[src/rtl/arb_pkg.sv]
// Shared definitions for the arbiter family: FSM state encodings and a
// constant-evaluable ceiling-log2 helper used to size counters and indices.
package arb_pkg;

    typedef enum logic [1:0] {
        ST_IDLE  = 2'd0,
        ST_GRANT = 2'd1,
        ST_GAP   = 2'd2
    } arb_state_e;

    // Smallest r such that 2**r >= value (0 for value <= 1).
    function automatic int clog2(input int value);
        int r;
        r = 0;
        for (int i = 0; i < 31; i++) begin
            if ((1 << i) < value) begin
                r = i + 1;
            end
        end
        return r;
    endfunction

endpackage

[src/rtl/rr_pick.sv]
// Rotating-priority search: finds the first set request starting just after
// the previous winner and wrapping around. Purely combinational; the caller
// registers whatever it needs.
module rr_pick
    import arb_pkg::*;
#(
    parameter int N   = 4,
    parameter int IDW = 2
) (
    input  logic [N-1:0]   req,
    input  logic [IDW-1:0] last,
    output logic           any,
    output logic [IDW-1:0] win_id,
    output logic [N-1:0]   win_onehot
);

    logic found;

    // Search offsets 1..N from the last winner; the first hit wins, so the
    // last winner itself is considered only at offset N (lowest priority).
    always_comb begin
        any        = |req;
        win_id     = '0;
        win_onehot = '0;
        found      = 1'b0;
        for (int k = 1; k <= N; k++) begin
            for (int i = 0; i < N; i++) begin
                if (!found && req[i] && (i == ((int'(last) + k) % N))) begin
                    found         = 1'b1;
                    win_id        = IDW'(i);
                    win_onehot[i] = 1'b1;
                end
            end
        end
    end

endmodule

[src/rtl/rr_arbiter.sv]
// Round-robin arbiter with registered one-hot grant. A grant is held until
// the owner drops its request, followed by one dead GAP cycle before the
// next grant. gnt drives the shared resource mux select directly.
// Optional hold limit: define ARB_TIMEOUT_EN to revoke a grant after
// MAX_HOLD consecutive cycles (timeout pulses during the following GAP).
module rr_arbiter
    import arb_pkg::*;
#(
    parameter int N        = 4,
    parameter int IDW      = 2,
    parameter int MAX_HOLD = 16
) (
    input  logic           clk,
    input  logic           rst,
    input  logic [N-1:0]   req,
    output logic [N-1:0]   gnt,
    output logic [IDW-1:0] gnt_id,
    output logic           busy,
    output logic           timeout
);

    // Reject configurations the search and counter sizing cannot support.
    if (N < 2 || N > 8 || IDW < clog2(N) || MAX_HOLD < 2) begin : g_param_check
        $error("rr_arbiter: illegal parameter combination");
    end

    // Pointer reset to N-1 so that requester 0 is searched first.
    localparam logic [IDW-1:0] LAST_RST = IDW'(N - 1);

    arb_state_e     state_q, state_d;
    logic [N-1:0]   gnt_q, gnt_d;
    logic [IDW-1:0] gnt_id_q, gnt_id_d;
    logic           busy_q, busy_d;
    logic [IDW-1:0] last_q, last_d;

    logic           pick_any;
    logic [IDW-1:0] pick_id;
    logic [N-1:0]   pick_onehot;
    logic           owner_req;
    logic           hold_lim;

    rr_pick #(
        .N   (N),
        .IDW (IDW)
    ) u_pick (
        .req        (req),
        .last       (last_q),
        .any        (pick_any),
        .win_id     (pick_id),
        .win_onehot (pick_onehot)
    );

    // Owner's request, taken through the one-hot grant to avoid indexing.
    assign owner_req = |(req & gnt_q);

`ifdef ARB_TIMEOUT_EN
    localparam int HCW = (clog2(MAX_HOLD) < 1) ? 1 : clog2(MAX_HOLD);

    logic [HCW-1:0] hold_cnt_q, hold_cnt_d;
    logic           timeout_q, timeout_d;

    assign hold_lim = (hold_cnt_q == HCW'(MAX_HOLD - 1));

    // Count cycles spent with the same owner; any exit from GRANT clears it.
    always_comb begin
        hold_cnt_d = '0;
        if (state_q == ST_GRANT && state_d == ST_GRANT) begin
            hold_cnt_d = hold_cnt_q + HCW'(1);
        end
        // A natural release on the limit edge is a release, not a timeout.
        timeout_d = (state_q == ST_GRANT) && owner_req && hold_lim;
    end

    // Hold counter and timeout pulse registers.
    always_ff @(posedge clk or negedge rst) begin
        if (!rst) begin
            hold_cnt_q <= '0;
            timeout_q  <= 1'b0;
        end else begin
            hold_cnt_q <= hold_cnt_d;
            timeout_q  <= timeout_d;
        end
    end

    assign timeout = timeout_q;
`else
    assign hold_lim = 1'b0;
    assign timeout  = 1'b0;
`endif

    // Next-state logic: IDLE/GAP pick a new owner, GRANT waits for release.
    always_comb begin
        state_d  = state_q;
        gnt_d    = gnt_q;
        gnt_id_d = gnt_id_q;
        busy_d   = busy_q;
        last_d   = last_q;
        case (state_q)
            ST_IDLE, ST_GAP: begin
                if (pick_any) begin
                    state_d  = ST_GRANT;
                    gnt_d    = pick_onehot;
                    gnt_id_d = pick_id;
                    busy_d   = 1'b1;
                    last_d   = pick_id;
                end else begin
                    state_d  = ST_IDLE;
                    gnt_d    = '0;
                    busy_d   = 1'b0;
                end
            end
            ST_GRANT: begin
                if (!owner_req || hold_lim) begin
                    state_d = ST_GAP;
                    gnt_d   = '0;
                    busy_d  = 1'b0;
                end
            end
            default: begin
                state_d = ST_IDLE;
                gnt_d   = '0;
                busy_d  = 1'b0;
            end
        endcase
    end

    // FSM, round-robin pointer and registered outputs.
    always_ff @(posedge clk or negedge rst) begin
        if (!rst) begin
            state_q  <= ST_IDLE;
            gnt_q    <= '0;
            gnt_id_q <= '0;
            busy_q   <= 1'b0;
            last_q   <= LAST_RST;
        end else begin
            state_q  <= state_d;
            gnt_q    <= gnt_d;
            gnt_id_q <= gnt_id_d;
            busy_q   <= busy_d;
            last_q   <= last_d;
        end
    end

    assign gnt    = gnt_q;
    assign gnt_id = gnt_id_q;
    assign busy   = busy_q;

endmodule

[config.mk]
export PLATFORM = sky130hd
export DESIGN_NAME = rr_arbiter
export DESIGN_NICKNAME = d
export VERILOG_FILES = /design/src/rtl/arb_pkg.sv /design/src/rtl/rr_pick.sv /design/src/rtl/rr_arbiter.sv
export SDC_FILE = /design/constraint.sdc
export NUM_CORES = 1
export LEC_CHECK = 0
export ABC_AREA = 1
export BUFFER_PORTS_ARGS = -buffer_cell sky130_fd_sc_hd__buf_2
export CORE_MARGIN = 2
export CORE_UTILIZATION = 50
export DETAILED_ROUTE_END_ITERATION = 10
export GPL_ROUTABILITY_DRIVEN = 0
export MAX_ROUTING_LAYER = met4
export PLACE_DENSITY = 0.81
export SLEW_MARGIN = 40
export SYNTH_ARGS = -nofsm -noshare
export SYNTH_HDL_FRONTEND = slang
export SYNTH_SLANG_ARGS = --single-unit
export TNS_END_PERCENT = 50
[constraint.sdc]
create_clock -name clk -period 4.3 [get_ports clk]
set_clock_uncertainty 0.05 [all_clocks]
set_input_delay 0.215 -clock clk [delete_from_list [all_inputs] [get_ports clk]]
set_output_delay 0.215 -clock clk [all_outputs]
set_load 0.02 [all_outputs]
Yosys cells after proc, flatten, opt, wreduce, memory -nomap -nowiden
Index checks and enable logic that the tools add are counted.

storage, ports and cells
  flip-flop bits (word level) = 11
  bits of input ports = 6
  output and inout bits = 8
  word-level logic and storage cells = 142

cells by class
  $add $sub $neg = 4
  eq/ne operators = 15
  mux-type cells = 54
  bitwise gates (word level) = 5
  reductions and logical operators = 59

operators with widths
  cell                   number
  $logic_not A32 Y1      4
  $mux W1                34
  $logic_and A1 B1 Y1    31
  $mux W2                15
  $eq A3 B3 Y1 const A   8
  $logic_not A1 Y1       15
  $eq A2 B3 Y1 const A   4
  $reduce_or A2 Y1       5
  $mux W4                2
  $pmux W4 S2            1
  $reduce_or A4 Y1       2
  $add A2 B1 Y2 const B  2
  $add A2 B2 Y2 const B  2
  $and A1 B1 Y1 const A  4
  $and A4 B4 Y4          1
  $pmux W2 S2            1
  $eq A2 B1 Y1 const B   1
  $eq A2 B2 Y1 const B   1
  $logic_not A2 Y1       1
  $ne A2 B2 Y1 const B   1
  $pmux W1 S2            1
  $reduce_and A2 Y1      1

Logic depth before layout (Yosys ltp)
Gate-level depths: netlist of run 1.

  depth in word-level cells = 68
  gate-level depth with buffers = 13
  gate-level depth less buffers = 12

By module
From an unflattened synthesis of run 1, not the netlist that was laid out.

unflattened totals
  cells, all modules = 113
  area, all modules = 763.2 sq um

modules (own cells, without submodules)
  module      times used  cells each  area each (sq um)  sequential area each (sq um)
  rr_arbiter  1           50          426.7              252.7
  rr_pick     1           63          336.6              0.0

Worst setup path before layout of run 1
OpenSTA, ideal clock, no wires.

  kind = reg2reg
  start point = register last_q[0]
  end point = register gnt_id_q[1] (netlist: gnt_id[1])
  setup time = 0.065 ns
  arrival = 1.720 ns
  data required time = 4.185 ns
  setup slack = 2.465 ns
  cell stages (with the launch flop) = 14
  buffers on the path = 1
  clock period less this slack = 1.835 ns
  cells stage by stage = dfstp_2 > buf_6 > nor2_1 > nand2_2 > nand3_2 > nor2_2 > nand4_2 > nor2_4 > nand4_4 > nor2_4 > nand4_2 > nand3_1 > nand2_1 > nand2_1

on the way
  word-level cells in the longest chain between the ends = 66
  elaborated cells between the ends (all ways) = 103
  classes of those cells = add/sub: 4; eq/ne: 12; mux: 29; bitwise: 4; reduce/logical: 54

RTL lines
  element                            line               RTL
  start: declaration                 rr_arbiter.sv:34   logic [IDW-1:0] last_q, last_d;
  start signal: assignment           rr_arbiter.sv:140  last_q <= last_d;
  $add A2 B1 Y2                      rr_pick.sv:28      if (!found && req[i] && (i == ((int'(last) + k) % N))) begin
  $reduce_or A2 Y1 (no source line)  -
  $and A1 B1 Y1 (no source line)     -
  $logic_not A32 Y1                  rr_pick.sv:28
  $logic_and A1 B1 Y1                rr_pick.sv:28
  $mux W1                            rr_pick.sv:28
  $logic_not A1 Y1                   rr_pick.sv:28
  $logic_and A1 B1 Y1 (2 in a row)   rr_pick.sv:28
  (+46 left out)                     -
  $logic_and A1 B1 Y1 (2 in a row)   rr_pick.sv:28
  $mux W1                            rr_pick.sv:28
  $logic_not A1 Y1                   rr_pick.sv:28
  $logic_and A1 B1 Y1 (2 in a row)   rr_pick.sv:28
  $mux W1                            rr_pick.sv:28
  $logic_not A1 Y1                   rr_pick.sv:28
  $logic_and A1 B1 Y1 (2 in a row)   rr_pick.sv:28
  $mux W2 *                          rr_pick.sv:28
  end signal: assignment             rr_arbiter.sv:138  gnt_id_q <= gnt_id_d;
  end: declaration                   rr_arbiter.sv:32   logic [IDW-1:0] gnt_id_q, gnt_id_d;

Every way passes the cells marked *; elsewhere a longest branch is shown, timed or not.
A chain may end at the register's enable or synchronous reset.

Worst setup path in the final report of run 1
  start point = register last_q[0]
  end point = register gnt_id_q[0] (netlist: gnt_id[0])

The elaborated chain is that of the path after synthesis.

==> reports/metrics.csv, run 1 <==
metric,value,unit
netlist_instances,107,
synth_common_cells,"nand2_1, inv_1, dfrtp_1, nor2_1, nand3_1",
critPathSlowestCell,dfstp_2,
critical_path_class,flop to flop,
yosysSeqAreaShare,0.3518,
worstPathMaxFanout,8,
area_delta_synth_final,12.36,%
synth.distinct_cells,26,
cp_num_buf_inv,0,
coreArea,1489,µm²
wire_per_inst,12.26,µm
clock-sinks,11,
cts_made_buffers,3,
grt_pass1_vias,730,
die_w,43.74,µm
start_kind,flop,
drtIter0Drc,25,
netlist_area,789.5,µm²
nets,129,
yosysTopAreaCellShare,0.2853,
dr.pass1.iters,4,
synth_top_family_by_area,simple AND/OR/NAND/NOR gates,
grt_max_degree,12,
worstPathCellList,nor2_1 > nand2_2 > nand3_2 > nor2_2 > nand4_2 > nor2_4 > nand4_4 > nor2_4 > nand4_2 > nand3_1 > nand2_1 > nand2_1,
yosysWarnings,0,
rsz0062_at_grt,false,
leakagePower,0.4793,nW
min_from,req[3],
synth_ff_type,dfrtp_1,
die_area,1913,µm²
drive_gt1_frac,0.2295,
drv_cap,0,
dpl.cell_count,133,
hp-class,input port to flop,
drtAntennaViolNets,0,
cts_setup_buffers,0,
final.setup.tns,0,ps
routed_via_density,5.572,
pin_count,14,
peakVddDrop,0.3819,mV
syn_nets,113,
grt_first_pass_wirelength,3.015,mm
antennaDiodeCount,0,
cts_tree,built,
ys_top_cells_by_area,"dfrtp_1, nand2_1, inv_1",
initial_utilization,0.5303,
crit_family,simple AND/OR/NAND/NOR gates,
required,4450,ps
worst_path_largest_cell_delay,620,ps
post-route-drc-count,0,
layout_min_cycle_time,2057,ps
fin_crit_sh,0.4785,
vias,769,
setup_viol,0,
hold_viol,0,
insertion_delay,260,ps
cts_root_buf,clkbuf_4,
async_reset_ff_frac,1.000,
ys_ff_latch,11,
dieHeight,43.74,µm
track_usage,0.2168,
placementRows,14,
crit_start,last_q[0],
grt.overflow.total,0,
routed_wl,1.692,mm
finalNonFillerCells,138,
r2r-start,last_q[0],
clockBufferDepth,2,
avgSynthCellArea,7.379,µm²
synth_edf_count,0,
path_clk_slew,70,ps
synth_area_leader_cell,dfrtp_1,
endpoint_kind,flop,
synth_compound_area_frac,0.08875,
yosys.area_share.simple,0.4406,
synth_xor_xnor_area_share,0,
portBuffers,12,
fillers,137,
antenna_found_initial,0,
powerDensity,743.1,nW/µm²
clock.fmax,0.4861,GHz
arrival,2210,ps
htreeDepth,1,
status,"finished, final reports clean",
place.detailed.hpwl,1.376,mm
synth.most_common_cell,nand2_1,
synth_fa_ha_area_frac,0,
muxShareOfSynthArea,0,
drv_slew,0,
## through the flow
| step | total power [mW] | utilization | cell area, µm² | hold WS, ps | worst slack [ps] |
|---|---|---|---|---|---|
| global route | 0.7230 | 0.5958 | 887.1 | 268.8 | 2028 |
| CTS | 0.6591 | 0.5958 | 887.1 | 262.6 | 2238 |
| detailed placement | 0.5888 | 0.5714 | 850.8 | 40.27 | 2257 |
| global placement | 0.5779 | 0.5714 | 850.8 | 35.56 | 2348 |
| floorplan | 0.5055 | - | 789.5 | -130.6 | 2465 |
| finish | 0.6592 | 0.5958 | 887.1 | 292.7 | 2243 |
## cell families (layout without fill, tap and decap cells)
| group | after synthesis | after routing |
|---|---|---|
| buffers and inverters | 21 | 36 |
| AND/OR/NAND/NOR | 63 | 63 |
| other | 1 | 1 |
| flip-flops | 11 | 11 |
| AO/OA/AOI/OAI | 11 | 11 |
## final cells by class
cell class	instances	area (µm²)	share of cell area
inverter	19	71.32	0.08039
clock buffer	4	26.28	0.02962
tap	16	20.02	0.02257
timing repair buffer	13	70.07	0.07898
multi-input combinational	75	421.7	0.4753
sequential	11	277.8	0.3131
## worst register-to-register path, stage by stage, from the launching register on
cell	delay (ps)
dfstp_2	620
nor2_1	100
nand2_2	80
nand3_2	70
nor2_2	150
nand4_2	140
nor2_4	160
nand4_4	110
nor2_4	140
nand4_2	120
nand3_1	100
nand2_1	80
nand2_1	80
## report_power, final
group	switching [mW]	total (mW)	internal (mW)
combinational	0.255	0.390	0.135
sequential	0.0430	0.201	0.158
clock	0.0319	0.0677	0.0358
total	0.330	0.659	0.329
## timing repair
item                                   4_1_cts  5_1_grt
endpoints found under the hold margin        9        0
hold buffers                                 1        0
resized for setup                            0        0
setup endpoints to repair                    0        0
## flip-flops by register name (all words and copies together) (netlist names)
| register | flops |
|---|---|
| last_q | 2 |
| gnt | 4 |
| state_q | 2 |
| gnt_id | 2 |
| busy | 1 |
## per-layer routing
layer  track usage  wire, µm
met1        0.2819       767
met2        0.3353       812
met3       0.02917        87
met4       0.09697        24
met5             -         0
## final timing paths
check                                  end  slack, ps  cells after the start
worst max-delay path             gnt_id[0]       2240                     12
worst min-delay path            state_q[1]        290                      3
worst max register to register   gnt_id[0]       2240                     12
worst min register to register  state_q[1]        400                      1
max in group asynchronous        last_q[0]       3650                      2
min in group asynchronous             busy        300                      2
## cell usage in the layout, fill, tap and decap left out
cell type       n
dfstp_2         2
o21ai_0         5
clkbuf_4        3
nor2_2          1
nand4_4         1
a41oi_1         1
buf_2          12
inv_1          18
nand3b_1        2
dlygate4sd3_1   1
o22ai_1         2
nand2_2         1
o311ai_0        1
nand3_1         7
nand4_1         4
nand3_2         2
nor2_4          2
inv_2           1
nand2_1        27
nand4_2         2
a21oi_1         1
conb_1          1
nor3_1          4
nor2_1          9
a221o_1         1
nor3_4          1
dfrtp_1         9
clkbuf_1        1
(Power assumes the default switching activity.)
==> inputs of run 2 (changes only) <==
Clock period 4.3 ns to 2.1 ns, I/O delays scaled along.
==> reports/metrics.csv, run 2 (synthesis gave the netlist of run 1 again) <==
metric,value,unit,change
fin_crit_sh,0.9748,,+0.4963
grt.overflow.total,0,,unchanged
crit_cells,12,,unchanged
critical_path_class,flop to flop,,
reg2reg_to,gnt_id[1],,
rsz0062_at_grt,true,,
r2r-start,last_q[0],,
drv_slew,0,,unchanged
placementRows,14,,unchanged
area_delta_synth_final,22.19,%,
grt_pass1_vias,666,,-8.8%
clock.fmax,0.4885,GHz,+0.51%
dr.pass1.iters,4,,unchanged
cp_num_buf_inv,0,,unchanged
initial_utilization,0.5303,,unchanged
use_met2,0.3118,,-0.02353
fillers,147,,+7.3%
die_w,43.74,µm,unchanged
post-route-util,0.6479,,+0.05210
use_met3,0.01250,,-0.01667
endpoint_kind,flop,,
leakagePower,0.5124,nW,+6.9%
place_area,850.8,µm²,unchanged
grt_max_degree,12,,unchanged
cpMostUsedCell,nor2_4,,
critPathSlowestCell,dfstp_2,,
peakVddDrop,1.041,mV,+170%
dpl.cell_count,133,,unchanged
crit_family,simple AND/OR/NAND/NOR gates,,
setup_viol,0,,unchanged
place.detailed.hpwl,1.369,mm,-0.51%
crit_start,last_q[0],,
routed_via_density,5.385,,-3.4%
layout_min_cycle_time,2047,ps,-10.38 ps
hold_viol,0,,unchanged
worstRegToRegCells,12,,unchanged
busiest_layer,met2,,
worst_path_largest_cell_delay,620,ps,about the same
worstPathCellList,nor2_2 > nand2_2 > nand3_2 > nor2_4 > nand4_4 > nor2_4 > nand4_4 > nor2_4 > nand4_1 > nand3_1 > nand2_2 > nand2_1,,
layout_common_cells,"nand2_1, inv_1, buf_2, dfrtp_1",,
insertion_delay,260,ps,about the same
cts_made_buffers,3,,unchanged
portBuffers,12,,unchanged
htreeDepth,1,,unchanged
track_usage,0.2066,,-0.01015
clock-sinks,11,,unchanged
drive_gt1_frac,0.3071,,+0.07758
nets,134,,+3.9%
routed_wl,1.778,mm,+5.1%
fin_area,964.7,µm²,+8.7%
path_clk_slew,70,ps,about the same
dieHeight,43.74,µm,unchanged
post-route-drc-count,0,,unchanged
powerDensity,1559,nW/µm²,+110%
drtIter0Drc,22,,-12%
drv_cap,0,,unchanged
required,2250,ps,-2200 ps
largest_reg_flops,4,,unchanged
coreArea,1489,µm²,unchanged
antennaDiodeCount,0,,unchanged
hp-class,input port to flop,,
start_kind,flop,,
whs,138.2,ps,-154.5 ps
rrSetupSlack,50,ps,-2190 ps
grt_first_pass_wirelength,2.856,mm,-5.3%
vias,770,,+0.13%
worst_slack,52.99,ps,-2190 ps
endpoint,gnt_id[1],,
final_common_cell,nand2_1,,
drtAntennaViolNets,0,,unchanged
arrival,2200,ps,about the same
met1_usage,0.2869,,+0.004948
worstPathMaxFanout,7,,-1
antenna_found_initial,0,,unchanged
pin_count,14,,unchanged
die_area,1913,µm²,unchanged
cts_tree,built,,
wire_per_inst,12.43,µm,+1.4%
cts_root_buf,clkbuf_4,,
pre_cts_slack,47.69,ps,-2209 ps
finalNonFillerCells,143,,+3.6%
clockBufferDepth,2,,unchanged
status,"finished, final reports clean",,
[run 2: report_power, final]
| group | switching [mW] | internal [mW] | total, mW |
|---|---|---|---|
| clock | 0.0649 | 0.0734 | 0.138 |
| sequential | 0.0834 | 0.324 | 0.408 |
| combinational | 0.583 | 0.375 | 0.958 |
| total | 0.732 | 0.772 | 1.50 |
[run 2: worst reg2reg max path: cells and delay by family, from the launching register on]
family,cells,cell delay [ps]
and+or+nand+nor,12,1310
DFF,1,620
[run 2: worst min-delay path by stage]
| stage | from | endpoint | slack (ps) | cells past startpoint |
|---|---|---|---|---|
| after floorplan | rst | busy | -240 | 0 |
| after global placement | rst | gnt[3] | -70 | 1 |
| after detailed placement | rst | gnt[3] | -70 | 1 |
| after CTS | req[3] | state_q[1] | 130 | 3 |
| after global routing | req[3] | state_q[1] | 150 | 3 |
| final | req[3] | state_q[1] | 140 | 3 |
[run 2: routing by layer]
| metal | up-vias | share of wire |
|---|---|---|
| li1 | 391 | - |
| met1 | 366 | 0.45 |
| met2 | 11 | 0.51 |
| met3 | 2 | 0.034 |
| met4 | 0 | 0.0051 |
| met5 | - | 0 |
[run 2: timing repair]
action	in CTS	in global routing
setup buffers	0	5
hold endpoints to repair	11	0
hold buffers	1	0
endpoints found under the setup margin	0	7
resized for setup	0	10
[run 2: cell type report]
cell class	instances	area [µm²]	area share
multi-input combinational	75	461.7	0.4786
inverter	19	71.32	0.07393
timing repair buffer	18	107.6	0.1115
clock buffer	4	26.28	0.02724
tap	16	20.02	0.02075
sequential	11	277.8	0.2879
[run 2: metrics by stage]
step           total power [mW]  setup TNS [ps]
6_report                  1.504               0
5_1_grt                   1.629          -280.4
2_1_floorplan             1.035               0
3_5_place_dp              1.208               0
3_3_place_gp              1.178               0
4_1_cts                   1.355               0
